[src/rtl/risc8_mem_arbiter.sv]
// risc8_mem_arbiter: shares the risc8 memory port between the CPU (c) and a DMA/debug master (d).
// One access per cycle, optional access locking, read data routed to its owner RD_LAT cycles later.
module risc8_mem_arbiter #(
   parameter int RD_LAT   = 1,
   parameter int MAX_LOCK = 4,
   parameter bit CPU_PRIO = 1'b0
) (
   input  logic        clk,
   input  logic        rst,
   input  logic        c_req,
   input  logic        c_we,
   input  logic        c_lock,
   input  logic [23:0] c_addr,
   input  logic [15:0] c_wdata,
   output logic        c_gnt,
   output logic        c_stall,
   output logic        c_rvalid,
   output logic [15:0] c_rdata,
   input  logic        d_req,
   input  logic        d_we,
   input  logic        d_lock,
   input  logic [23:0] d_addr,
   input  logic [15:0] d_wdata,
   output logic        d_gnt,
   output logic        d_rvalid,
   output logic [15:0] d_rdata,
   output logic        m_en,
   output logic        m_we,
   output logic [23:0] m_addr,
   output logic [15:0] m_wdata,
   input  logic [15:0] m_rdata
);

   localparam logic ID_C = 1'b0;
   localparam logic ID_D = 1'b1;

   typedef struct packed {
      logic        we;
      logic        lock;
      logic [23:0] addr;
      logic [15:0] wdata;
   } req_t;

   req_t            c_r, d_r, win_r;
   logic            locked_q, lock_id_q, last_q, force_q;
   logic [3:0]      lock_cnt_q;
   logic            gnt, win_id, lock_ok;
   logic [RD_LAT:1] vld_pipe, own_pipe;
   logic            rd_vld, rd_own;

   assign c_r = {c_we, c_lock, c_addr, c_wdata};
   assign d_r = {d_we, d_lock, d_addr, d_wdata};

   // force_q makes the tie go to the non-holder after a lock hit MAX_LOCK, overriding CPU_PRIO once
   always_comb begin
      c_gnt = 1'b0;
      d_gnt = 1'b0;
      if (!rst) begin
         if (locked_q) begin
            c_gnt = c_req & (lock_id_q == ID_C);
            d_gnt = d_req & (lock_id_q == ID_D);
         end else if (c_req && d_req) begin
            if (CPU_PRIO && !force_q)
               c_gnt = 1'b1;
            else if (last_q == ID_D)
               c_gnt = 1'b1;
            else
               d_gnt = 1'b1;
         end else begin
            c_gnt = c_req;
            d_gnt = d_req;
         end
      end
   end

   assign gnt     = c_gnt | d_gnt;
   assign win_id  = d_gnt;
   assign win_r   = d_gnt ? d_r : c_r;
   assign lock_ok = win_r.lock && (({1'b0, lock_cnt_q} + 5'd1) < 5'(MAX_LOCK));

   assign m_en    = gnt;
   assign m_we    = gnt & win_r.we;
   assign m_addr  = gnt ? win_r.addr  : 24'd0;
   assign m_wdata = gnt ? win_r.wdata : 16'd0;
   assign c_stall = c_req & ~c_gnt & ~rst;

   always_ff @(posedge clk) begin
      if (rst) begin
         locked_q   <= 1'b0;
         lock_id_q  <= ID_C;
         lock_cnt_q <= 4'd0;
         last_q     <= ID_D;
         force_q    <= 1'b0;
      end else if (gnt) begin
         last_q  <= win_id;
         force_q <= win_r.lock & ~lock_ok;
         if (lock_ok) begin
            locked_q   <= 1'b1;
            lock_id_q  <= win_id;
            lock_cnt_q <= lock_cnt_q + 4'd1;
         end else begin
            locked_q   <= 1'b0;
            lock_cnt_q <= 4'd0;
         end
      end else if (locked_q) begin
         // no grant while locked means the holder dropped its request
         locked_q   <= 1'b0;
         lock_cnt_q <= 4'd0;
      end
   end

   always_ff @(posedge clk) begin
      if (rst) begin
         vld_pipe <= '0;
         own_pipe <= '0;
      end else begin
         vld_pipe[1] <= gnt & ~win_r.we;
         own_pipe[1] <= win_id;
         for (int i = 2; i <= RD_LAT; i++) begin
            vld_pipe[i] <= vld_pipe[i-1];
            own_pipe[i] <= own_pipe[i-1];
         end
      end
   end

   assign rd_vld   = vld_pipe[RD_LAT] & ~rst;
   assign rd_own   = own_pipe[RD_LAT];
   assign c_rvalid = rd_vld & (rd_own == ID_C);
   assign d_rvalid = rd_vld & (rd_own == ID_D);
   assign c_rdata  = c_rvalid ? m_rdata : 16'd0;
   assign d_rdata  = d_rvalid ? m_rdata : 16'd0;

endmodule
[config.mk]
export PLATFORM = sky130hd
export DESIGN_NAME = risc8_mem_arbiter
export DESIGN_NICKNAME = d
export VERILOG_FILES = /design/src/rtl/risc8_mem_arbiter.sv
export SDC_FILE = /design/constraint.sdc
export NUM_CORES = 1
export LEC_CHECK = 0
export ABC_CLOCK_PERIOD_IN_PS = 2300
export BUFFER_PORTS_ARGS = -buffer_cell sky130_fd_sc_hd__buf_2
export CORE_AREA = 2 2 72 74
export DETAILED_ROUTE_END_ITERATION = 10
export DIE_AREA = 0 0 74 76
export PLACE_DENSITY = 0.67
export SETUP_SLACK_MARGIN = 0.3
export SYNTH_ARGS = -nofsm -noshare
export SYNTH_HDL_FRONTEND = slang
export SYNTH_SLANG_ARGS = --single-unit
[constraint.sdc]
create_clock -name clk -period 2.3 [get_ports clk]
set_clock_uncertainty 0.2 [all_clocks]
set_input_delay 0.115 -clock clk [delete_from_list [all_inputs] [get_ports clk]]
set_output_delay 0.115 -clock clk [all_outputs]
set_load 0.01 [all_outputs]
# --- Word-level counts from Yosys, hierarchy flattened ---
# Index checks and enable logic that the tools add are counted.
word_totals:
  ff_bits: 9
  input_bits: 104
  output_inout_bits: 79
  wordCells: 47
classes:
  n_addsub: 2
  order_cmp: 1
  mux: 17
  bitwise_logic: 16
  reduce_logical: 5
op_table:
  columns: ["cell", "n"]
  rows:
  - ["16-bit two-way mux", 3]
  - ["42-bit two-way mux", 1]
  - ["24-bit two-way mux", 1]
  - ["4-bit two-way mux", 3]
  - ["1-bit bitwise AND", 9]
  - ["1-bit two-way mux", 9]
  - ["1-bit inverter", 6]
  - ["4-bit by 1-bit adder with 5-bit output, second input constant", 1]
  - ["5-bit by 3-bit less-than comparator with 1-bit output, second input constant", 1]
  - ["4-bit by 1-bit adder with 4-bit output, second input constant", 1]
  - ["1-bit logical AND", 2]
  - ["2-bit AND reduction", 1]
  - ["2-bit nonzero test", 1]
  - ["2-bit OR reduction", 1]
  - ["1-bit bitwise OR", 1]

# --- Longest topological paths before layout ---
logic_depth:
  ltp_word: 8
  depth_mapped: 6

# --- Worst setup path after synthesis ---
# Ideal clock, no wire load.
synth_timing:
  kind: "flip-flop to output port"
  startpoint: "reg locked_q"
  endpoint: "out m_addr[0]"
  arrival_time_ns: 1.643
  setup_slack_ns: 0.342
  path_stages_with_launch: 5
  n_path_buf: 1
  cell_sequence: "dfxtp_1 > and3b_1 > nor3_1 > clkbuf_1 > a22o_1"
synth_via:
  elab_chain_len: 4
synth_rtl:
  columns: ["item", "line", "source"]
  rows:
  - ["start: declaration", "45", "logic locked_q, lock_id_q, last_q, force_q;"]
  - ["start signal: assignment", "89", "locked_q <= 1'b0;"]
  - ["start signal: assignment", "98", "locked_q <= 1'b1;"]
  - ["start signal: assignment", "102", "locked_q <= 1'b0;"]
  - ["1-bit two-way mux", "59", "if (locked_q) begin"]
  - ["1-bit two-way mux", "58", "if (!rst) begin"]
  - ["42-bit two-way mux / 1-bit bitwise OR (equally long branches)", "78, 76", null]
  - ["24-bit two-way mux (*)", "83", "assign m_addr = gnt ? win_r.addr : 24'd0;"]
  - ["end: declaration", "29", "output logic [23:0] m_addr,"]
# Every way passes the cells marked *; elsewhere a longest branch is shown, timed or not.

# --- Final worst setup path ---
layout_timing:
  startpoint: "reg locked_q"
  endpoint: "reg lock_cnt_q[1]"
layout_via:
  elab_chain_len: 6
layout_rtl:
  columns: ["item", "line", "source"]
  rows:
  - ["1-bit two-way mux", "59", null]
  - ["1-bit two-way mux", "58", null]
  - ["42-bit two-way mux", "78", "assign win_r = d_gnt ? d_r : c_r;"]
  - ["1-bit logical AND", "79", "assign lock_ok = win_r.lock && (({1'b0, lock_cnt_q} + 5'd1) < 5'(MAX_LOCK));"]
  - ["4-bit two-way mux", "97", "if (lock_ok) begin"]
  - ["4-bit two-way mux", "94", "end else if (gnt) begin"]
  - ["end signal: assignment", "100", "lock_cnt_q <= lock_cnt_q + 4'd1;"]
  - ["end: declaration", "46", "logic [3:0] lock_cnt_q;"]
# Parallel ways exist; a longest one is shown, timed or not.
# A chain may end at the register's enable or synchronous reset.

==> flow_summary.json <==
{
  "outcome": "complete, no violations",
  "drtPass1Iterations": 4,
  "cap_violations": 0,
  "dp.cells": 378,
  "setup_viol": 0,
  "period_share_pct": 87.4,
  "cts-root-buf": "clkbuf_8",
  "diodes": 0,
  "track_usage_pct": 16.7,
  "post_route_cells_drive_above_1_share_pct": 65.0,
  "synth_top_area_share_pct": 34.1,
  "die_area_um2": 5620,
  "synth_top_area_cell": "a22o_1",
  "highest_layer": "met4",
  "io_buffers": 182,
  "fp.dieW_um": 74,
  "dp_slack_ns": 0.206,
  "vias": 1801,
  "slew_viol_final": 0,
  "cts.sinks": 9,
  "power_mw": 0.758,
  "synth_seq_area_share_pct": 17.1,
  "ir_worst_vdd_mv": 0.175,
  "ys_warn_count": 0,
  "min_period_ns": 2.01,
  "num_rows": 26,
  "wl_met1_mm": 2.03,
  "worst_slack_ns": 0.290,
  "end_kind": "flip-flop",
  "p_leak_nw": 1.39,
  "ys_ff_latch": 9,
  "drc": 0,
  "rsz0062_at_grt": "yes",
  "slew_headroom_pct": 71.1,
  "synth_area_um2": 1050,
  "p_per_area_nw_per_um2": 324,
  "syn-num-nets": 238,
  "core_um2": 4910,
  "drt-wirelength-per-cell_um": 13.1,
  "die_height_um": 76,
  "wl_met2_mm": 2.60,
  "synth_cell_type_count": 29,
  "cts.path.max_buffers": 2,
  "ant_nets": 0,
  "ioPinCount": 183,
  "cts_tree": "built",
  "start_util_pct": 21.4,
  "clk_pin_slew_ns": 0.05,
  "critical_path_class": "flip-flop to flip-flop",
  "cts_made_buffers": 3,
  "grt_max_degree": 24,
  "cp_max_fo": 8,
  "syn_inst": 133,
  "wl_mm": 5.16,
  "hold_violations": 0,
  "grt-ovfl-total": 0,
  "tightest_slew_ns": 0.433,
  "met3_length_um": 467,
  "cp.arrival_ns": 1.99,
  "utilization_pct": 47.7,
  "dp.final_hpwl_mm": 3.83,
  "layout_commonest_cell": "buf_2",
  "fin_cells": 393,
  "mostFrequentLayoutCells": "181 x buf_2, 41 x a22o_1, 35 x and2_1, 8 x dfxtp_1, 6 x buf_4",
  "first_iter_violations": 28,
  "grt_pass1_wl_mm": 7.44,
  "synth.top_cells.by_area": "a22o_1 34%, and2_1 21%, dfxtp_1 17%, clkbuf_1 3.9%, a21oi_1 1.9%",
  "hold_path.class": "input port to flip-flop",
  "gp_congestion": 0.805,
  "fin_setup_tns_ns": 0,
  "fin_nets": 429,
  "grt_pass1_vias": 1627,
  "area_delta_synth_final_pct": 123,
  "insertion_delay_ns": 0.24,
  "avgViaCountPerCell": 4.58,
  "antenna_found_initial": 0,
  "critPathRequiredTime_ns": 2.28,
  "synth.avg_cell_area_um2": 7.91,
  "fmax_ghz": 0.497,
  "crit_path_start_kind": "flip-flop",
  "htreeDepth": 1
}
## flip-flops by register name, indices dropped and copies added (netlist names)
name        count
own_pipe        1
lock_id_q       1
vld_pipe        1
locked_q        1
last_q          1
lock_cnt_q      4
## power by group
group	switching, mW	internal (mW)	total (mW)
sequential	0.00694	0.165	0.172
clock	0.0697	0.121	0.191
combinational	0.174	0.221	0.395
total	0.251	0.507	0.758
## cell families (layout without fill, tap and decap cells)
logic type               after synthesis  in the layout  synth area share, %
flip-flops                             9              9                 17.1
adder cells (fa/ha/maj)                1              1                 1.19
multiplexers                           1              1                0.951
AND/OR/NAND/NOR                       55             55                 32.6
buffers and inverters                 14            204                 5.11
AO/OA/AOI/OAI                         53             53                 43.0
## routing by layer
layer / vias up / global-route usage, %
met5: - / 0
met3: 5 / 2.38
met4: 0 / 4.55
li1: 886 / -
met1: 795 / 18.1
met2: 115 / 32.1
## critical path, cell delays in order (launching register included)
cell and delay [ns]:
dfxtp_4 0.37, and3b_2 0.25, or4b_4 0.56, a2111oi_4 0.39, a22o_1 0.19
## what timing repair did
action                                  CTS  global route
endpoints found under the setup margin   42            44
hold buffers                              1             0
hold endpoints to repair                  2             0
cloned                                    2             2
buffers inserted                          5             1
gates resized for setup                  12             2
pin swaps                                10            15
## final cells by class
cell class                      instances  area, um^2
Fill cell                             461        2570
Clock buffer                            4        45.0
Multi-Input combinational cell        110         858
Tap cell                               70        87.6
Timing Repair Buffer                  198        1160
Inverter                                2        7.51
Sequential cell                         9         184
## metrics by stage
step	area, um^2	hold WS, ns
floorplan	1050	-0.0159
global placement	2060	0.177
detailed placement	2060	0.188
CTS	2280	0.0162
global route	2340	0.0270
finish	2340	0.0122
## cells in the mapped netlist
master     number
o21bai_1        1
dfxtp_1         9
o41ai_1         1
o31ai_1         1
and2_1         35
a2111o_1        1
nor2b_1         1
o221ai_1        1
a21boi_0        2
or2_2           1
nor3_1          3
nor3b_1         2
a2111oi_2       1
inv_1           2
or2b_1          1
nor2_1          4
a22o_1         41
and3b_1         1
clkbuf_1       11
ha_1            1
and3_1          2
buf_2           1
nand2b_1        1
or3_1           1
mux2i_1         1
nand3b_1        1
or4b_4          1
nand2_1         1
a21oi_1         4
## path summary, 6_finish.rpt
| check | from | endpoint | slack (ns) | cells past startpoint |
|---|---|---|---|---|
| hold reg to reg | lock_cnt_q[2] | lock_cnt_q[2] | 0.28 | 1 |
| setup reg to reg | locked_q | lock_cnt_q[1] | 0.29 | 4 |
| setup / recovery | locked_q | lock_cnt_q[1] | 0.29 | 4 |
| hold / removal | rst | last_q | 0.01 | 3 |
Power figures use the tool's default switching activity.
